### src/rtl/mem_bist_ctrl.sv
// SRAM built-in self-test sequencer: word, halfword and byte write/read-back passes
// over words 0..DEPTH-1, sharing the SRAM port with the CPU through mem_req/mem_gnt.
module mem_bist_ctrl #(
  parameter int unsigned ADDR_W = 8,
  parameter int unsigned DEPTH  = 256
) (
  input  logic              clock,
  input  logic              resetb,
  input  logic              start,
  input  logic              mem_gnt,
  input  logic [31:0]       mem_rdata,
  output logic              mem_req,
  output logic              mem_en,
  output logic [3:0]        mem_we,
  output logic [ADDR_W-1:0] mem_addr,
  output logic [31:0]       mem_wdata,
  output logic              busy,
  output logic              done,
  output logic              pass,
  output logic [15:0]       status,
  output logic [ADDR_W-1:0] fail_addr
);

  typedef enum logic [2:0] {
    S_IDLE, S_PH_START, S_WR, S_RD, S_CHK, S_PH_END, S_DONE
  } state_e;

  typedef enum logic [1:0] {PH_WORD, PH_HALF, PH_BYTE} phase_e;

  localparam logic [ADDR_W-1:0] LAST_ADDR = ADDR_W'(DEPTH - 1);

  state_e            state_q, state_d;
  phase_e            phase_q, phase_d;
  logic [ADDR_W-1:0] idx_q, idx_d;
  logic [ADDR_W-1:0] fail_addr_q, fail_addr_d;
  logic [15:0]       status_q, status_d;
  logic              busy_q, busy_d;
  logic              done_q, done_d;
  logic              pass_q, pass_d;

  phase_e      phase_next;
  logic [3:0]  x_nib, x_next, lane_mask;
  logic [15:0] idx16, v16;
  logic [7:0]  b8;
  logic [31:0] wr_data, exp_data;

  // Per-phase write pattern, lane mask and expected read-back.
  always_comb begin
    idx16      = 16'(idx_q);
    v16        = idx16 ^ 16'h0F0F;
    b8         = 8'(idx_q) ^ 8'h3C;
    x_nib      = 4'h4;
    x_next     = 4'h2;
    phase_next = PH_HALF;
    lane_mask  = 4'hF;
    wr_data    = {16'hA5A5, idx16};
    exp_data   = {16'hA5A5, idx16};
    case (phase_q)
      PH_HALF: begin
        x_nib      = 4'h2;
        x_next     = 4'h1;
        phase_next = PH_BYTE;
        lane_mask  = 4'b0011;
        wr_data    = {v16, v16};
        exp_data   = {16'hA5A5, v16};
      end
      PH_BYTE: begin
        x_nib      = 4'h1;
        x_next     = 4'h1;
        phase_next = PH_BYTE;
        lane_mask  = 4'b0100;
        wr_data    = {4{b8}};
        exp_data   = {8'hA5, b8, v16};
      end
      default: ;
    endcase
  end

  always_comb begin
    state_d     = state_q;
    phase_d     = phase_q;
    idx_d       = idx_q;
    fail_addr_d = fail_addr_q;
    status_d    = status_q;
    busy_d      = busy_q;
    done_d      = done_q;
    pass_d      = pass_q;
    case (state_q)
      S_IDLE, S_DONE: begin
        if (start) begin
          state_d     = S_PH_START;
          phase_d     = PH_WORD;
          idx_d       = '0;
          status_d    = {8'hA0, 4'h4, 4'h0};
          busy_d      = 1'b1;
          done_d      = 1'b0;
          pass_d      = 1'b0;
          fail_addr_d = '0;
        end
      end
      S_PH_START: begin
        idx_d   = '0;
        state_d = S_WR;
      end
      S_WR: if (mem_gnt) state_d = S_RD;
      S_RD: if (mem_gnt) state_d = S_CHK;
      S_CHK: begin
        if (mem_rdata != exp_data) begin
          status_d    = {8'hAB, x_nib, 4'h0};
          fail_addr_d = idx_q;
          pass_d      = 1'b0;
          done_d      = 1'b1;
          busy_d      = 1'b0;
          state_d     = S_DONE;
        end else if (idx_q == LAST_ADDR) begin
          status_d = {8'hAB, x_nib, 4'h1};
          state_d  = S_PH_END;
        end else begin
          idx_d   = idx_q + 1'b1;
          state_d = S_WR;
        end
      end
      S_PH_END: begin
        if (phase_q == PH_BYTE) begin
          done_d  = 1'b1;
          pass_d  = 1'b1;
          busy_d  = 1'b0;
          state_d = S_DONE;
        end else begin
          phase_d  = phase_next;
          status_d = {8'hA0, x_next, 4'h0};
          state_d  = S_PH_START;
        end
      end
      default: state_d = S_IDLE;
    endcase
  end

  always_ff @(posedge clock or negedge resetb) begin
    if (!resetb) begin
      state_q     <= S_IDLE;
      phase_q     <= PH_WORD;
      idx_q       <= '0;
      fail_addr_q <= '0;
      status_q    <= '0;
      busy_q      <= 1'b0;
      done_q      <= 1'b0;
      pass_q      <= 1'b0;
    end else begin
      state_q     <= state_d;
      phase_q     <= phase_d;
      idx_q       <= idx_d;
      fail_addr_q <= fail_addr_d;
      status_q    <= status_d;
      busy_q      <= busy_d;
      done_q      <= done_d;
      pass_q      <= pass_d;
    end
  end

  // Strobes follow mem_gnt combinationally so no access is ever issued without the grant.
  always_comb begin
    mem_en    = 1'b0;
    mem_we    = '0;
    mem_wdata = '0;
    if (state_q == S_WR) begin
      mem_wdata = wr_data;
      if (mem_gnt) begin
        mem_en = 1'b1;
        mem_we = lane_mask;
      end
    end else if (state_q == S_RD && mem_gnt) begin
      mem_en = 1'b1;
    end
  end

  assign mem_req   = busy_q;
  assign busy      = busy_q;
  assign done      = done_q;
  assign pass      = pass_q;
  assign status    = status_q;
  assign fail_addr = fail_addr_q;
  assign mem_addr  = idx_q;

endmodule

### config.mk
export PLATFORM = sky130hd
export DESIGN_NAME = mem_bist_ctrl
export DESIGN_NICKNAME = d
export VERILOG_FILES = /design/src/rtl/mem_bist_ctrl.sv
export SDC_FILE = /design/constraint.sdc
export NUM_CORES = 1
export LEC_CHECK = 0
export ABC_CLOCK_PERIOD_IN_PS = 8400
export BUFFER_PORTS_ARGS = -buffer_cell sky130_fd_sc_hd__buf_2
export CELL_PAD_IN_SITES_DETAIL_PLACEMENT = 0
export CELL_PAD_IN_SITES_GLOBAL_PLACEMENT = 1
export CORE_MARGIN = 4
export CORE_UTILIZATION = 37
export DETAILED_ROUTE_END_ITERATION = 16
export MAX_ROUTING_LAYER = met4
export PLACE_DENSITY_LB_ADDON = 0.1
export SYNTH_ARGS = -nofsm -noshare
export SYNTH_HDL_FRONTEND = slang
export SYNTH_SLANG_ARGS = --single-unit
### constraint.sdc
create_clock -name clock -period 8.4 [get_ports clock]
set_input_delay 0.84 -clock clock [delete_from_list [all_inputs] [get_ports clock]]
set_output_delay 0.84 -clock clock [all_outputs]
set_load 0.01 [all_outputs]
### After elaboration in Yosys (flattened, before gate mapping)

Cells that the tools add are included.

| storage, ports and cells | value |
|---|---|
| bits in registers | 40 |
| bits in latches | 0 |
| RAM bits | 0 |
| ROM bits | 0 |
| input port bits | 36 |
| output and inout bits | 73 |
| logic and storage cells | 85 |
| memories | 0 |

| operators by class | value |
|---|---|
| $add $sub $neg | 1 |
| multipliers | 0 |
| div/mod/pow operators | 0 |
| magnitude comparators | 0 |
| equal/unequal tests | 19 |
| shift operators | 0 |
| mux-type cells | 42 |
| bitwise logic cells | 2 |
| reduce and logical (&&, ||, !) cells | 13 |

Operators with widths:

| kind | number |
|---|---|
| $mux 16 | 4 |
| $pmux 32 s2 | 1 |
| $pmux 16 s3 | 1 |
| $pmux 24 s2 | 1 |
| $mux 32 | 1 |
| $mux 8 | 4 |
| $ne 32x32->1 | 1 |
| $pmux 8 s3 | 1 |
| $mux 3 | 6 |
| $pmux 3 s6 | 1 |
| $ne 2x2->1 const B | 8 |
| $pmux 8 s2 | 1 |
| $reduce_and 4->1 | 3 |
| $eq 3x3->1 const B | 3 |
| $mux 1 | 9 |
| $pmux 1 s3 | 3 |
| $reduce_and 3->1 | 3 |
| $add 8x1->8 const B | 1 |
| $eq 8x8->1 const B | 1 |
| $mux 2 | 4 |
| $mux 4 | 2 |
| $not 4->8 | 1 |
| $pmux 4 s2 | 1 |
| $eq 3x2->1 const B | 2 |
| other kinds (12) | 14 |

### Logic depth before layout (Yosys ltp)

Gate-level depths: netlist of run 1.

| depth | value |
|---|---|
| depth in word-level cells | 5 |
| depth in mapped cells | 11 |
| gate-level depth less buffers | 9 |

### Worst setup path before layout of run 1

OpenSTA, ideal clock, no wires.

| path | value |
|---|---|
| path kind | register to register |
| start point | reg phase_q[0] |
| end point | reg idx_q[5], in the netlist mem_addr[5] |
| setup time | 0.078 ns |
| arrival | 2.898 ns |
| data required time | 8.322 ns |
| setup slack | 5.424 ns |
| cell stages (with the launch flop) | 10 |
| buffers on the path | 0 |
| clock period less this slack | 2.976 ns |
| cells stage by stage | dfrtp_1 inv_1 ha_1 or2_1 or3_1 a21oi_1 or4b_1 or4_1 or3_1 a21oi_1 |

| between the ends | value |
|---|---|
| longest elaborated chain between the ends | 5 |
| elaborated cells between the ends (all ways) | 6 |
| those cells by class | eq/ne (4); mux (1); reduce/logical (1) |

Ends and longest elaborated chain:

| item | line | RTL |
|---|---|---|
| start, declared | 33 | `phase_e phase_q, phase_d;` |
| start signal, assigned | 151 | `phase_q <= phase_d;` |
| $eq 2x2->1 / $eq 2x1->1 (equally long branches) | 58 | `case (phase_q)` |
| $pmux 24 s2 * | 58 |  |
| $ne 32x32->1 * | 108 | `if (mem_rdata != exp_data) begin` |
| $ne 2x2->1 (no source line) * | - |  |
| $reduce_and 4->1 (no source line) * | - |  |
| end signal, assigned | 152 | `idx_q <= idx_d;` |
| end, declared | 34 | `logic [ADDR_W-1:0] idx_q, idx_d;` |

Mark *: on every way between the ends. The rest lies on a longest branch, timed or not.
A chain may end at the register's enable or synchronous reset.

### Worst setup path after layout of run 1

| path | value |
|---|---|
| start point | reg phase_q[0] |
| end point | reg fail_addr_q[6], in the netlist fail_addr[6] |

| between the ends | value |
|---|---|
| longest elaborated chain between the ends | 5 |
| elaborated cells between the ends (all ways) | 6 |
| those cells by class | eq/ne (4); mux (1); reduce/logical (1) |

Ends and longest elaborated chain:

| item | line | RTL |
|---|---|---|
| $eq 2x2->1 / $eq 2x1->1 (equally long branches) | 58 |  |
| $pmux 24 s2 * | 58 |  |
| $ne 32x32->1 * | 108 |  |
| $ne 2x2->1 (no source line) * | - |  |
| $reduce_and 3->1 (no source line) * | - |  |
| end signal, assigned | 153 | `fail_addr_q <= fail_addr_d;` |
| end, declared | 35 | `logic [ADDR_W-1:0] fail_addr_q, fail_addr_d;` |

Marks and branches as above.

==> results of run 1 <==
## final timing paths
check | start | end | slack [ns]
worst max-delay path | phase_q[0] | fail_addr[6] | 4.79
worst min-delay path | status[13] | status[13] | 0.50
worst max register to register | phase_q[0] | fail_addr[6] | 4.79
worst min register to register | status[13] | status[13] | 0.50
max in group asynchronous | resetb | mem_addr[4] | 7.36
min in group asynchronous | resetb | state_q[1] | 0.60
## Yosys cell counts (all sizes together) (4+ instances only)
library cell  number  area share (%)
a211oi             8             2.7
a21oi             22             4.2
a22o               8             2.7
and2               5             1.2
and3               7             1.7
buf               24             6.1
clkbuf            17             2.5
dfrtp             30              29
ha                 5             2.4
inv               10             1.4
mux2i              9             3.5
nand2             23             3.3
nand2b             9             2.2
nand3             10             1.9
nand4              5             1.2
nor2              32             4.6
nor2b              8             1.9
nor3              10             1.9
nor4               4            0.96
nor4bb             5             1.9
o21a               4             1.2
o21ai             15             2.9
or2                6             1.4
xnor2              9             3.0
## metal layers
metal | global-route usage (%) | part of all wire, % | wire [microns]
met5 | - | 0 | 0
met4 | 6.436 | 1.8 | 146
met1 | 26.17 | 46 | 3762
met3 | 3.527 | 6.9 | 568
met2 | 31.08 | 45 | 3730
## area by class of cell
class,count,share of cell area (%)
timing repair buffer,103,16.48
clock inverter,3,1.426
multi-input combinational,255,51.03
tap,96,3.803
inverter,11,1.307
clock buffer,5,2.179
sequential,30,23.77
## flip-flops by register name, indices dropped and copies added, names as in the netlist
name       flops
busy           1
done           1
fail_addr      8
mem_addr       8
pass           1
phase_q        2
state_q        3
status         6
## metrics by stage
step	hold WS [ns]	cell area (sq um)
after floorplan	0.4995	2626
after global placement	0.4758	3044
after detailed placement	0.4804	3044
after CTS	0.5037	3158
after global routing	0.5206	3158
final	0.4976	3158
## power by group
group          internal [W]  switching (W)
logic              0.000143       0.000227
clock network     0.0000882      0.0000593
registers          0.000167      0.0000383
## cells by family (layout without fill, tap and decap cells)
group | count (synthesis) | in the layout | synth area share (%)
fa+ha+maj | 5 | 5 | 2.403
compound gates | 85 | 85 | 22.54
other cells | 1 | 7 | 0.1440
simple gates | 138 | 138 | 28.59
mux | 11 | 11 | 4.325
buf+inv | 52 | 122 | 10.14
flops | 30 | 30 | 28.83
xor+xnor | 9 | 9 | 3.028
==> run_results.csv, run 1 <==
group,metric,value,unit
outcome,status,"complete, no violations",
drt,drt_iter0_drc,101,
sta,finalCritPeriodShare,42.96,%
sta,setup_slack,4.791,ns
placement,dpl.cell_count,495,
power_and_ir_drop,power_density,228.9,nW/um^2
placement,io_buffers,101,
worst_setup_path,worst_ep_arrival_time,3.83,ns
synthesis,synthFlopType,"dfrtp_1",
finish,nFillCells,709,
floorplanning,ios,109,
sta,tightest_slew,0.8281,ns
finish,drive_gt1_share,30.22,%
floorplanning,start_util,38.11,%
finish,fin_util,46.23,%
synthesis,netlist_instances,331,
worst_setup_path,ff2ff_path_depth,9,
clock_tree,root_buffer,"clkbuf_8",
sta,rsz0062_at_grt,"no",
global_route,grt_pass1_wl,13.28,mm
placement,dp_hpwl,6.319,mm
worst_setup_path,crit_path_max_incr_delay,0.70,ns
worst_hold_path,hp-class,"reg -> reg",
worst_setup_path,path_cells,"inv_1 > ha_1 > nor2_1 > nor4b_1 > nor4_1 > a2111oi_0 > a21oi_1 > o21ai_1 > a22o_1",
drt,via_per_inst,5.370,
finish,diodes,0,
placement,gp_congestion,0.8884,
drt,wire_per_inst,16.32,microns
sta,skew,0.004562,ns
drt,vias,2701,
finish,nets,447,
flow_run,cap_violations,0,
finish,multi_input_area,1612,sq um
clock_tree,cts-buffers-inserted,5,
drt,dr.pass1.iters,4,
worst_setup_path,slowest_stage,"ha_1",
synthesis,syn_avg_cell_area,7.866,sq um
sta,setup_viol,0,
worst_setup_path,crit_path_end_kind,"flop",
finish,register_area,750.7,sq um
worst_setup_path,critical_path_class,"reg -> reg",
worst_setup_path,path_delay_family,"compound AO/OA/AOI/OAI gates",
clock_tree,cts_tree,"built",
placement,dp_slack,4.824,ns
synthesis,ys_warn_count,0,
finish,finalNonFillerCells,503,
finish,final_common_cell,"buf_2",
power_and_ir_drop,p_leak,1.537,nW
worst_setup_path,worstPathMaxFanout,24,
floorplanning,num_rows,30,
drt,wl,8.207,mm
global_route,track_usage,19.88,%
clock_tree,cts_resized,0,
clock_tree,clock_latency,0.28,ns
drt,drc,0,
clock_tree,cts_hold_buf,0,
power_and_ir_drop,max-vdd-ir-drop,142.5,uV
clock_tree,clkTransAtPathRegs,0.07,ns
clock_tree,clock_path_buffers,2,
global_route,grt_pass1_vias,2660,
worst_setup_path,start_kind,"flop",
synthesis,synth-seq-area-share,28.83,%
worst_setup_path,worstPathRequired,8.62,ns
global_route,antenna_found_initial,0,
worst_setup_path,path_depth,9,
worst_hold_path,hold_depth,1,
synthesis,synth_edf_count,0,
clock_tree,numClockSinks,30,
sta,fmax,277.1,MHz
finish,layout_common_cells,"buf_2 (101), nor2_1 (32), dfrtp_1 (30), nand2_1 (23), a21oi_1 (22)",
synthesis,netlist_area,2604,sq um
finish,area_growth,21.29,%
synthesis,ys_types,61,
synthesis,ys_ff_latch,30,
power_and_ir_drop,total_power,0.0007228,W
floorplanning,die_h,91.89,microns
sta,maxSlewViolCount,0,
worst_setup_path,crit_buf_inv,1,
sta,relSlewSlack,44.79,%
synthesis,postSynth.asyncResetShare,100.0,%
clock_tree,htreeDepth,2,
global_route,gr-total-overflow,0,
sta,hold_violations,0,
sta,fin_tns_setup,0,ns
sta,fin_crit,3.609,ns
floorplanning,core-area,6832,sq um
floorplanning,die_w,91.89,microns
clock_tree,post_cts_buffers,0,
floorplanning,dieArea,8443,sq um
drt,drtAntennaViolNets,0,
global_route,grt_max_degree,31,
(Power assumes the default switching activity.)
==> run 2, diff against run 1 <==
--- a/config.mk
+++ b/config.mk
@@ -5,12 +5,12 @@
 export SDC_FILE = /design/constraint.sdc
 export NUM_CORES = 1
 export LEC_CHECK = 0
-export ABC_CLOCK_PERIOD_IN_PS = 8400
+export ABC_CLOCK_PERIOD_IN_PS = 3000
 export BUFFER_PORTS_ARGS = -buffer_cell sky130_fd_sc_hd__buf_2
 export CELL_PAD_IN_SITES_DETAIL_PLACEMENT = 0
 export CELL_PAD_IN_SITES_GLOBAL_PLACEMENT = 1
 export CORE_MARGIN = 4
-export CORE_UTILIZATION = 37
+export CORE_UTILIZATION = 31
 export DETAILED_ROUTE_END_ITERATION = 16
 export MAX_ROUTING_LAYER = met4
 export PLACE_DENSITY_LB_ADDON = 0.1
==> constraint.sdc (replaced) <==
create_clock -name clock -period 3 [get_ports clock]
set_input_delay 0.3 -clock clock [delete_from_list [all_inputs] [get_ports clock]]
set_output_delay 0.3 -clock clock [all_outputs]
set_load 0.01 [all_outputs]
==> run_results.csv, run 2 (synthesis gave the netlist of run 1 again) <==
group,metric,value,unit
clock_tree,clock_path_buffers,2,
floorplanning,ios,109,
finish,finalNonFillerCells,544,
worst_setup_path,path_delay_family,"simple AND/OR/NAND/NOR gates",
drt,vias,2810,
flow_run,cap_violations,0,
worst_setup_path,r2r-start,"phase_q[0]",
finish,nets,479,
placement,dpl.cell_count,534,
floorplanning,dieArea,9929,sq um
clock_tree,clock_latency,0.28,ns
power_and_ir_drop,internal-power,0.001234,W
finish,fin_area,3513,sq um
clock_tree,cts-buffers-inserted,5,
worst_setup_path,worstPathMaxFanout,2,
sta,relSlewSlack,41.16,%
global_route,grt_pass1_vias,2730,
worst_setup_path,crit_buf_inv,1,
finish,layout_common_cells,"buf_2 (101), buf_4 (32), nor2_1 (30), dfrtp_1 (29), nand2_1 (23)",
placement,dp_hpwl,7.105,mm
worst_setup_path,worstPathRequired,3.21,ns
global_route,grt_pass1_wl,14.56,mm
clock_tree,numClockSinks,30,
power_and_ir_drop,p_comb_share,55.4,%
worst_setup_path,worst_ep_arrival_time,3.20,ns
sta,rsz0062_at_grt,"yes",
finish,diodes,0,
clock_tree,htreeDepth,2,
power_and_ir_drop,clock_power_share,18.3,%
drt,drt_iter0_drc,136,
power_and_ir_drop,p_sw,0.0009693,W
sta,fin_crit,2.988,ns
finish,final_common_cell,"buf_2",
worst_setup_path,crit_path_max_incr_delay,0.55,ns
floorplanning,num_rows,33,
worst_hold_path,hp-class,"in -> async",
worst_setup_path,path_cells,"inv_2 > ha_4 > or2_1 > or3_4 > a21oi_2 > or4b_4 > or4_4 > or3_1 > a21oi_1",
drt,via_per_inst,5.165,
worst_setup_path,r2r_slack,0.01,ns
power_and_ir_drop,power_density,627.1,nW/um^2
worst_setup_path,start_kind,"flop",
sta,setup_viol,0,
worst_setup_path,crit_path_end_kind,"flop",
drt,wire_per_inst,16.83,microns
worst_setup_path,ff2ff_path_depth,9,
global_route,gr-total-overflow,0,
global_route,grt_max_degree,31,
sta,finalCritPeriodShare,99.60,%
finish,area_growth,34.94,%
drt,drtAntennaViolNets,0,
clock_tree,clkTransAtPathRegs,0.07,ns
sta,fmax,334.7,MHz
worst_setup_path,critical_path_class,"reg -> reg",
finish,fin_util,42.98,%
drt,wl,9.157,mm
outcome,status,"complete, no violations",
floorplanning,die_h,99.65,microns
sta,holdWs,0.07104,ns
sta,hold_violations,0,
worst_setup_path,r2r_end,"mem_addr[5]",
sta,skew,0.007521,ns
power_and_ir_drop,p_leak,1.733,nW
global_route,antenna_found_initial,0,
placement,gp_congestion,0.8563,
floorplanning,core-area,8175,sq um
sta,tightest_slew,0.8751,ns
floorplanning,die_w,99.65,microns
clock_tree,cts_tree,"built",
clock_tree,root_buffer,"clkbuf_8",
floorplanning,start_util,31.85,%
power_and_ir_drop,switching_share,43.99,%
power_and_ir_drop,p_seq_share,26.3,%
sta,maxSlewViolCount,0,
placement,place_area,3281,sq um
power_and_ir_drop,max-vdd-ir-drop,397.6,uV
drt,drc,0,
drt,dr.pass1.iters,5,
clock_tree,cts_hold_buf,0,
placement,io_buffers,101,
worst_setup_path,slowest_stage,"or4_4",
finish,drive_gt1_share,38.72,%
global_route,track_usage,18.86,%
[run 2: area by class of cell]
type	instances	area, sq um
tap	105	131.4
fill	867	4662
inverter	11	41.29
clock inverter	1	30.03
timing repair buffer	135	768.2
multi-input combinational	255	1714
sequential	30	752.0
clock buffer	7	76.32
[run 2: repair_timing]
action,4_1_cts,5_1_grt
endpoints found under the hold margin,0,0
buffers inserted,1,1
endpoints found under the setup margin,15,25
gates resized for setup,7,17
pin swaps,0,5
[run 2: metrics by stage]
| step | setup slack (ns) | setup TNS [ns] | power [W] |
|---|---|---|---|
| after floorplan | 0.02433 | 0 | 0.001314 |
| after global placement | -0.1771 | -1.378 | 0.001751 |
| after detailed placement | -0.1589 | -0.6401 | 0.001745 |
| after CTS | -0.002649 | -0.002649 | 0.002168 |
| after global routing | -0.09012 | -0.1452 | 0.002388 |
| final | 0.01197 | 0 | 0.002203 |
[run 2: how the worst max path moves through the flow]
stage	start	endpoint	slack, ns	depth (start not counted)
global route	phase_q[0]	mem_addr[5]	-0.09	9
CTS	phase_q[0]	status[13]	-0.003	11
detailed placement	phase_q[0]	status[13]	-0.16	11
global placement	phase_q[0]	status[5]	-0.18	12
floorplan	phase_q[0]	mem_addr[5]	0.02	9
finish	phase_q[0]	mem_addr[5]	0.01	9
[run 2: per-layer routing]
| metal | up-vias | wire, microns | track usage, % |
|---|---|---|---|
| li1 | 1382 | - | - |
| met1 | 1334 | 4156 | 24.63 |
| met2 | 86 | 4403 | 30.79 |
| met3 | 8 | 504 | 3.156 |
| met4 | 0 | 91 | 4.097 |
| met5 | - | 0 | - |
[run 2: power by group through the flow]
stage | registers (W) | logic, W | clock network (W)
5_1_grt | 0.000600 | 0.00136 | 0.000429
3_5_place_dp | 0.000583 | 0.00116 | 0
6_report | 0.000579 | 0.00122 | 0.000404
3_3_place_gp | 0.000584 | 0.00117 | 0
2_1_floorplan | 0.000533 | 0.000780 | 0
4_1_cts | 0.000576 | 0.00118 | 0.000414
[run 2: worst register-to-register path: cells and delay by family, from the launching register on]
kind | cells | cell delay, ns
fa+ha+maj | 1 | 0.21
flops | 1 | 0.40
buf+inv | 1 | 0.10
compound gates | 2 | 0.25
simple gates | 5 | 1.97
